[src/rtl/pipeline_ctrl_pkg.sv]
// Shared state encodings, drain-counter width and output polarity constants
// for the pipeline hazard/sequencing controller.
package pipeline_ctrl_pkg;

   typedef enum logic [1:0] {
      PCTL_RUN    = 2'd0,
      PCTL_MDWAIT = 2'd1,
      PCTL_DRAIN  = 2'd2,
      PCTL_TRAPJ  = 2'd3
   } pctl_state_t;

   localparam int PCTL_CNT_W = 3;
   localparam int REG_ADDR_W = 5;

   localparam logic PLFLUSH_ENABLE = 1'b1;
   localparam logic PC_STOP_ENABLE = 1'b1;

   typedef struct packed {
      logic stall_pc;
      logic hold_fd;
      logic flush_fd;
      logic hold_de;
      logic flush_de;
      logic redirect;
      logic trap_ack;
   } pctl_ctrl_t;

   // Maps an internal active-high request onto the consumer's assertion level.
   function automatic logic drive_level(input logic active, input logic enable_level);
      return active ? enable_level : ~enable_level;
   endfunction

endpackage

[src/rtl/pipeline_ctrl_hazard_detect.sv]
// Combinational load-use comparator: flags an ID instruction that reads the
// destination of a load currently in EX (x0 never creates a dependency).
module pipeline_ctrl_hazard_detect
   import pipeline_ctrl_pkg::*;
(
   input  logic                  load_ex,
   input  logic [REG_ADDR_W-1:0] rd_ex,
   input  logic [REG_ADDR_W-1:0] rs1_id,
   input  logic [REG_ADDR_W-1:0] rs2_id,
   input  logic                  rs1_used,
   input  logic                  rs2_used,
   output logic                  hazard
);

   logic rs1_hit;
   logic rs2_hit;
   logic rd_live;

   assign rs1_hit = rs1_used & (rs1_id == rd_ex);
   assign rs2_hit = rs2_used & (rs2_id == rd_ex);
   assign rd_live = (rd_ex != '0);
   assign hazard  = load_ex & rd_live & (rs1_hit | rs2_hit);

endmodule

[src/rtl/pipeline_ctrl.sv]
// Hazard and sequencing controller for the 5-stage core (load-use, branch,
// mul/div wait, trap drain). Optional perf counters: define PIPE_CTRL_PERF_EN.
module pipeline_ctrl
   import pipeline_ctrl_pkg::*;
#(
   parameter int DRAIN_CYCLES = 2
)(
   input  logic        clk_i,
   input  logic        rst_i,
   input  logic        branch_taken_i,
   input  logic [31:0] branch_target_i,
   input  logic        load_ex_i,
   input  logic [4:0]  rd_ex_i,
   input  logic [4:0]  rs1_id_i,
   input  logic [4:0]  rs2_id_i,
   input  logic        rs1_used_i,
   input  logic        rs2_used_i,
   input  logic        md_start_i,
   input  logic        md_done_i,
   input  logic        trap_req_i,
   input  logic [31:0] trap_vec_i,
   output logic        stall_pc_o,
   output logic        hold_fd_o,
   output logic        flush_fd_o,
   output logic        hold_de_o,
   output logic        flush_de_o,
   output logic        redirect_o,
   output logic [31:0] redirect_addr_o,
   output logic        trap_ack_o,
   output logic        busy_o
`ifdef PIPE_CTRL_PERF_EN
   ,
   output logic [31:0] stall_cnt_o,
   output logic [31:0] flush_cnt_o
`endif
);

   localparam logic [PCTL_CNT_W-1:0] DRAIN_LAST = PCTL_CNT_W'(DRAIN_CYCLES - 1);

   pctl_state_t           state_q;
   pctl_state_t           state_d;
   logic [PCTL_CNT_W-1:0] drain_cnt_q;
   logic [PCTL_CNT_W-1:0] drain_cnt_d;
   logic [31:0]           trap_vec_q;
   logic [31:0]           trap_vec_d;

   logic                  load_use;
   pctl_ctrl_t            ctrl;
   logic [31:0]           redir_addr;

   pipeline_ctrl_hazard_detect u_hazard_detect (
      .load_ex  (load_ex_i),
      .rd_ex    (rd_ex_i),
      .rs1_id   (rs1_id_i),
      .rs2_id   (rs2_id_i),
      .rs1_used (rs1_used_i),
      .rs2_used (rs2_used_i),
      .hazard   (load_use)
   );

   // State register, drain counter and the vector captured at trap acceptance.
   always_ff @(posedge clk_i or negedge rst_i) begin
      if (!rst_i) begin
         state_q     <= PCTL_RUN;
         drain_cnt_q <= '0;
         trap_vec_q  <= '0;
      end else begin
         state_q     <= state_d;
         drain_cnt_q <= drain_cnt_d;
         trap_vec_q  <= trap_vec_d;
      end
   end

   always_comb begin : next_state
      state_d     = state_q;
      drain_cnt_d = drain_cnt_q;
      trap_vec_d  = trap_vec_q;
      case (state_q)
         PCTL_RUN: begin
            if (trap_req_i) begin
               state_d     = PCTL_DRAIN;
               drain_cnt_d = '0;
               trap_vec_d  = trap_vec_i;
            end else if (!branch_taken_i && md_start_i) begin
               state_d = PCTL_MDWAIT;
            end
         end
         PCTL_MDWAIT: begin
            if (md_done_i) begin
               state_d = PCTL_RUN;
            end
         end
         PCTL_DRAIN: begin
            drain_cnt_d = drain_cnt_q + PCTL_CNT_W'(1);
            if (drain_cnt_q == DRAIN_LAST) begin
               state_d = PCTL_TRAPJ;
            end
         end
         PCTL_TRAPJ: begin
            state_d = PCTL_RUN;
         end
         default: begin
            state_d = PCTL_RUN;
         end
      endcase
   end

   // Mealy outputs; a trap request in RUN deliberately produces no action.
   always_comb begin : output_decode
      ctrl       = '0;
      redir_addr = '0;
      case (state_q)
         PCTL_RUN: begin
            if (trap_req_i) begin
               ctrl = '0;
            end else if (branch_taken_i) begin
               ctrl.redirect = 1'b1;
               ctrl.flush_fd = 1'b1;
               ctrl.flush_de = 1'b1;
               redir_addr    = branch_target_i;
            end else if (md_start_i) begin
               ctrl.stall_pc = 1'b1;
               ctrl.hold_fd  = 1'b1;
               ctrl.hold_de  = 1'b1;
            end else if (load_use) begin
               ctrl.stall_pc = 1'b1;
               ctrl.hold_fd  = 1'b1;
               ctrl.flush_de = 1'b1;
            end
         end
         PCTL_MDWAIT: begin
            if (!md_done_i) begin
               ctrl.stall_pc = 1'b1;
               ctrl.hold_fd  = 1'b1;
               ctrl.hold_de  = 1'b1;
            end
         end
         PCTL_DRAIN: begin
            ctrl.stall_pc = 1'b1;
            ctrl.flush_fd = 1'b1;
            ctrl.flush_de = 1'b1;
         end
         PCTL_TRAPJ: begin
            ctrl.redirect = 1'b1;
            ctrl.flush_fd = 1'b1;
            ctrl.flush_de = 1'b1;
            ctrl.trap_ack = 1'b1;
            redir_addr    = trap_vec_q;
         end
         default: begin
            ctrl = '0;
         end
      endcase
   end

   // Reset gates every output so nothing leaks through while rst_i is low;
   // a flush on a register always wins over a hold on the same register.
   logic       out_en;
   pctl_ctrl_t act;

   assign out_en = rst_i;

   always_comb begin : output_gate
      act          = '0;
      act.stall_pc = out_en & ctrl.stall_pc;
      act.flush_fd = out_en & ctrl.flush_fd;
      act.flush_de = out_en & ctrl.flush_de;
      act.hold_fd  = out_en & ctrl.hold_fd & ~ctrl.flush_fd;
      act.hold_de  = out_en & ctrl.hold_de & ~ctrl.flush_de;
      act.redirect = out_en & ctrl.redirect;
      act.trap_ack = out_en & ctrl.trap_ack;
   end

   assign stall_pc_o      = drive_level(act.stall_pc, PC_STOP_ENABLE);
   assign flush_fd_o      = drive_level(act.flush_fd, PLFLUSH_ENABLE);
   assign flush_de_o      = drive_level(act.flush_de, PLFLUSH_ENABLE);
   assign hold_fd_o       = act.hold_fd;
   assign hold_de_o       = act.hold_de;
   assign redirect_o      = act.redirect;
   assign redirect_addr_o = act.redirect ? redir_addr : 32'd0;
   assign trap_ack_o      = act.trap_ack;
   assign busy_o          = out_en & (state_q != PCTL_RUN);

`ifdef PIPE_CTRL_PERF_EN
   // Free-running event counters, wrapping modulo 2^32.
   always_ff @(posedge clk_i or negedge rst_i) begin
      if (!rst_i) begin
         stall_cnt_o <= '0;
         flush_cnt_o <= '0;
      end else begin
         if (act.stall_pc) begin
            stall_cnt_o <= stall_cnt_o + 32'd1;
         end
         if (act.flush_de) begin
            flush_cnt_o <= flush_cnt_o + 32'd1;
         end
      end
   end
`endif

endmodule

[config.mk]
export PLATFORM = sky130hd
export DESIGN_NAME = pipeline_ctrl
export DESIGN_NICKNAME = d
export VERILOG_FILES = /design/src/rtl/pipeline_ctrl_pkg.sv /design/src/rtl/pipeline_ctrl_hazard_detect.sv /design/src/rtl/pipeline_ctrl.sv
export SDC_FILE = /design/constraint.sdc
export NUM_CORES = 1
export LEC_CHECK = 0
export BUFFER_PORTS_ARGS = -buffer_cell sky130_fd_sc_hd__buf_2
export CELL_PAD_IN_SITES_DETAIL_PLACEMENT = 1
export CELL_PAD_IN_SITES_GLOBAL_PLACEMENT = 1
export CORE_ASPECT_RATIO = 1.1
export CORE_UTILIZATION = 32
export CTS_BUF_LIST = sky130_fd_sc_hd__clkbuf_8 sky130_fd_sc_hd__clkbuf_16
export DETAILED_ROUTE_END_ITERATION = 7
export GPL_ROUTABILITY_DRIVEN = 0
export PLACE_DENSITY_LB_ADDON = 0.2
export SLEW_MARGIN = 20
export SYNTH_ARGS = -nofsm -noshare
export SYNTH_HDL_FRONTEND = slang
export SYNTH_SLANG_ARGS = --single-unit
[constraint.sdc]
create_clock -name clk_i -period 2.7 [get_ports clk_i]
set_input_delay 0.54 -clock clk_i [delete_from_list [all_inputs] [get_ports clk_i]]
set_output_delay 0.54 -clock clk_i [all_outputs]
set_load 0.02 [all_outputs]
### Word level (Yosys, flattened, before mapping)

Index checks and enable logic that the tools add are counted.

* equality and inequality tests: 10
* muxes and demuxes: 32
* bitwise logic cells: 17
* reduce and logical (&&, ||, !) cells: 10
* $add $sub $neg: 1

Operators by type and width (count)
* 32-bit 2-to-1 mux: 3
* 32-bit case mux with 2 select lines: 1
* 2-bit 2-to-1 mux: 8
* 1-bit AND: 14
* 5-bit == test: 2
* 1-bit 2-to-1 mux: 10
* 1-bit case mux with 2 select lines: 4
* 2-bit case mux with 4 select lines: 1
* 6-bit 2-to-1 mux: 1
* 2-bit inequality test (second input constant): 3
* 3-bit case mux with 2 select lines: 1
* 5-bit nonzero test: 1
* 2-bit == test (second input constant): 2
* 2-bit case mux with 2 select lines: 1
* 2-bit AND reduction: 2
* 2-bit nonzero test: 2
* 3-bit by 1-bit adder with 3-bit output (second input constant): 1
* 3-bit by 1-bit == test with 1-bit output (second input constant): 1
* 3-bit 2-to-1 mux: 1
* 3-bit inequality test (second input constant): 1
* 1-bit case mux with 3 select lines: 1
* 3-bit AND reduction: 1
* 2-bit by 1-bit == test with 1-bit output (second input constant): 1
* 2-bit logical NOT: 1
* 5 further kinds: 6

* input port bits: 88
* bits in registers: 37
* output and inout bits: 40
* word-level logic and storage cells: 73

### Depth between registers and ports, before layout

* depth in word-level cells: 11
* depth in mapped cells: 7
* gate-level depth less buffers: 6

### Cells and area by module

A second synthesis with hierarchy kept.

* cell total of the unflattened synthesis: 229
* area total of the unflattened synthesis: 2269.7 um^2

By module, submodules not included
* pipeline_ctrl: seq. area each 925.9 um^2, times used 1, area each 2135.8 um^2, cells each 212
* pipeline_ctrl_hazard_detect: seq. area each 0.0 um^2, times used 1, area each 133.9 um^2, cells each 17

### Worst setup path after synthesis

No wires, ideal clock.

* kind: register to output
* from: register state_q[0]
* to: output hold_de_o
* slack: 0.508 ns
* path buffers: 1
* arrival: 1.652 ns
* stages on the path, launching flop included: 8
* required time: 2.160 ns
* path through: dfrtp_1 inv_1 ha_1 and3b_1 buf_2 o31ai_4 nand4_1 o21ba_1

* word-level cells in the longest chain between the ends: 5
* elaborated cells on any way between the ends: 10
* those cells by class: eq/ne: 3; mux: 2; bitwise: 3; reduce/logical: 2

RTL lines
* from (decl): RTL line pipeline_ctrl.sv:40 `pctl_state_t state_q;`
* from (signal assigned): RTL line pipeline_ctrl.sv:68 `state_q <= state_d;`
* 2-bit == test: RTL line pipeline_ctrl.sv:112 `case (state_q)`
* 2-bit OR reduction (no line)
* 1-bit case mux with 2 select lines: RTL line pipeline_ctrl.sv:112
* 1-bit inverter: RTL line pipeline_ctrl.sv:169 `act.hold_de = out_en & ctrl.hold_de & ~ctrl.flush_de;`
* 1-bit AND *: RTL line pipeline_ctrl.sv:169
* to (decl): RTL line pipeline_ctrl.sv:25 `output logic hold_de_o,`

Mark *: on every way between the ends. The rest lies on a longest branch, timed or not.

### Worst setup path in the final report

Ends and elaborated chain as after synthesis.

==> run summary <==
core region area: 6710 um^2
# rows: 31
Slew @ Worst Pin: 0.438 ns
DPL Wire Length: 5030 um
total track usage: 18.0%
initial antenna violation count: 0
max incr delay on CP: 0.40 ns
Initial Util: 33.7%
Worst R2R Setup Slack: 0.87 ns
Fin Clk Skew: 0.00438 ns
Synth top cells by count: dfrtp_1 (37), nor2_1 (33), a22oi_1 (32), mux2_2 (32), buf_2 (11)
FF-to-FF Start: state_q[0]
top_reg_cell synth: dfrtp_1
Hold WC Path Type: primary input to async pin
Final min period: 2.57 ns
Crit path buffers/inverters: 2
Die Y: 90.1 um
Syn Nets: 318
Max-cap violations: 0
hold_buf cts: 0
nets: 447
Max Slew Vio Count: 0
FF+latch count, synth: 37
first-pass GRT wire length: 10300 um
count leader, synth: dfrtp_1
Clock Sinks: 37
Gate power share: 45.2%
post-synthesis sequential area ratio: 41.0%
# diodes: 0
WP data arrival: 2.03 ns
TritonCTS Buffers: 5
Avg Inst Size Synth: 10.1 um^2
clk buf depth: 2
setup violators final: 0
Peak VDD IR: 0.364 mV
max_slew headroom: 70.8%
DRC Markers: 0
CP endpoint kind: output port
Via Count: 2205
vias per cell: 5.07
Switching Share: 35.8%
Final Hold Viols: 0
Area Overhead vs Synth: 39.3%
critical path's slowest cell: dfrtp_1
Clock Root Buffer: clkbuf_8
clock network fraction of total power: 19.7%
Post-synth ARST share: 100%
Initial DRC Count: 91
total wire length: 6530 um
Netlist cell types: 37
vias in the first global route: 2239
Worst Reg-to-Reg Cells: 6
NetSw: 1030 uW
largest net degree at the start of global routing: 34
reg-to-reg endpoint: trap_vec_q[2]
Final ANT Viol Nets: 0
delay-heaviest family, CP: compound AO/OA/AOI/OAI gates
Clk pin slew, worst setup/hold paths: 0.08 ns
crit-path max FO: 5
CP cell instances: inv_1 -> ha_2 -> and3b_2 -> o31ai_4 -> nand4_1 -> o21ba_1 -> buf_2
Clock Latency Late Sink: 0.29 ns
Core Util, Final: 46.9%
mapped cell area: 2260 um^2
CTS tree: built
Stages on worst setup path: 7
startpoint types: flop
Lkg Pwr: 0.00155 uW
die width: 82.1 um
Synth Warn #: 0
Crit Path Class: flop to output port
fmax: 389 MHz
Die ar.: 7400 um^2
Final Cycle Share: 95.3%
# port buffers: 127
Int Power: 1840 uW
hold slack: 0.161 ns
post-synth top area cell: dfrtp_1
Power Dens Cells: 914 nW/um^2
synth top area cells: dfrtp_1 (41%), mux2_2 (16%), a22oi_1 (11%)
DR WL/cell: 15.0 um
Cells after Synth: 223
gr ovfl total: 0
sequential share of power: 35.2%
Post-synth EDFFs: 0
DR pass1 iterations: 4
post-synth top area share: 41.0%
I/O Pins: 128
Crit path required time: 2.16 ns
H-tree depth: 2
status: finished, final reports clean
share of cells above drive strength 1: 52.1%
==> metrics by stage <==
| stage | setup TNS (ns) | cells | worst slack [ns] | total power [uW] | area (um^2) |
|---|---|---|---|---|---|
| global route | -0.00630 | 435 | -0.00630 | 3100 | 3150 |
| detailed placement | 0 | 425 | 0.331 | 2310 | 2990 |
| CTS | 0 | 433 | 0.0115 | 2890 | 3120 |
| finish | 0 | 435 | 0.127 | 2870 | 3150 |
| floorplan | 0 | 223 | 0.508 | 1910 | 2260 |
| global placement | 0 | 425 | 0.400 | 2260 | 2990 |
==> how the worst max path moves through the flow <==
stage,to,start,slack (ns)
floorplan,hold_de_o,state_q[0],0.51
global route,hold_de_o,state_q[0],-0.006
detailed placement,redirect_addr_o[25],state_q[1],0.33
finish,hold_de_o,state_q[0],0.13
CTS,redirect_addr_o[25],state_q[1],0.01
global placement,redirect_addr_o[31],state_q[0],0.40
==> power groups by stage <==
stage	clock [uW]	combinational (uW)	sequential, uW
2_1_floorplan	0	952	956
3_3_place_gp	0	1250	1010
3_5_place_dp	0	1290	1020
4_1_cts	585	1290	1010
5_1_grt	605	1450	1050
6_report	566	1300	1010
==> flip-flops by register name (all words and copies together), names as in the netlist <==
name and count:
state_q 2, trap_vec_q 32, drain_cnt_q 3
==> cells by family (layout without fill, tap and decap cells) <==
kind of cell | Yosys count | count (layout) | synth area share, %
AND/OR/NAND/NOR | 60 | 60 | 12.5
AO/OA/AOI/OAI | 51 | 51 | 17.0
flip-flops | 37 | 37 | 41.0
multiplexers | 35 | 35 | 17.3
buffers and inverters | 23 | 153 | 4.43
XOR/XNOR | 10 | 10 | 3.88
adder cells (fa/ha/maj) | 7 | 7 | 3.88
==> timing repair <==
| item | 4_1_cts | 5_1_grt |
|---|---|---|
| endpoints found under the setup margin | 0 | 35 |
| buffers inserted | 0 | 2 |
| gates resized for setup | 0 | 5 |
==> layer usage <==
metal	wire length [um]	vias up	global-route usage, %
met5	0	-	0
met4	72	0	5.26
met3	562	6	5.18
met2	3140	88	30.7
met1	2750	1055	21.4
li1	-	1056	-
==> cell type report <==
type,instances,area (um^2)
multi-input cells,163,1240
clock buffers,5,68.8
repair buffers,137,714
flip-flops and latches,37,926
well taps,82,103
fillers,824,3560
inverters,8,30.0
clock inverters,3,65.1
==> placed cells by master, fill, tap and decap left out, drive strengths merged, types with 2 or more instances in the layout <==
| cell type | synthesis | final |
|---|---|---|
| mux2i | 3 | 3 |
| nor4 | 2 | 2 |
| nor2b | 5 | 5 |
| nor2 | 33 | 33 |
| mux2 | 32 | 32 |
| nand3 | 2 | 2 |
| nand2b | 2 | 2 |
| nand4 | 2 | 2 |
| ha | 7 | 7 |
| buf | 11 | 137 |
| xnor2 | 2 | 2 |
| xor2 | 8 | 8 |
| inv | 8 | 8 |
| clkbuf | 4 | 5 |
| nand2 | 7 | 7 |
| a22oi | 32 | 32 |
| bufinv | 0 | 2 |
| o21ai | 10 | 10 |
| dfrtp | 37 | 37 |
| and2 | 2 | 2 |
(Power assumes the default switching activity.)
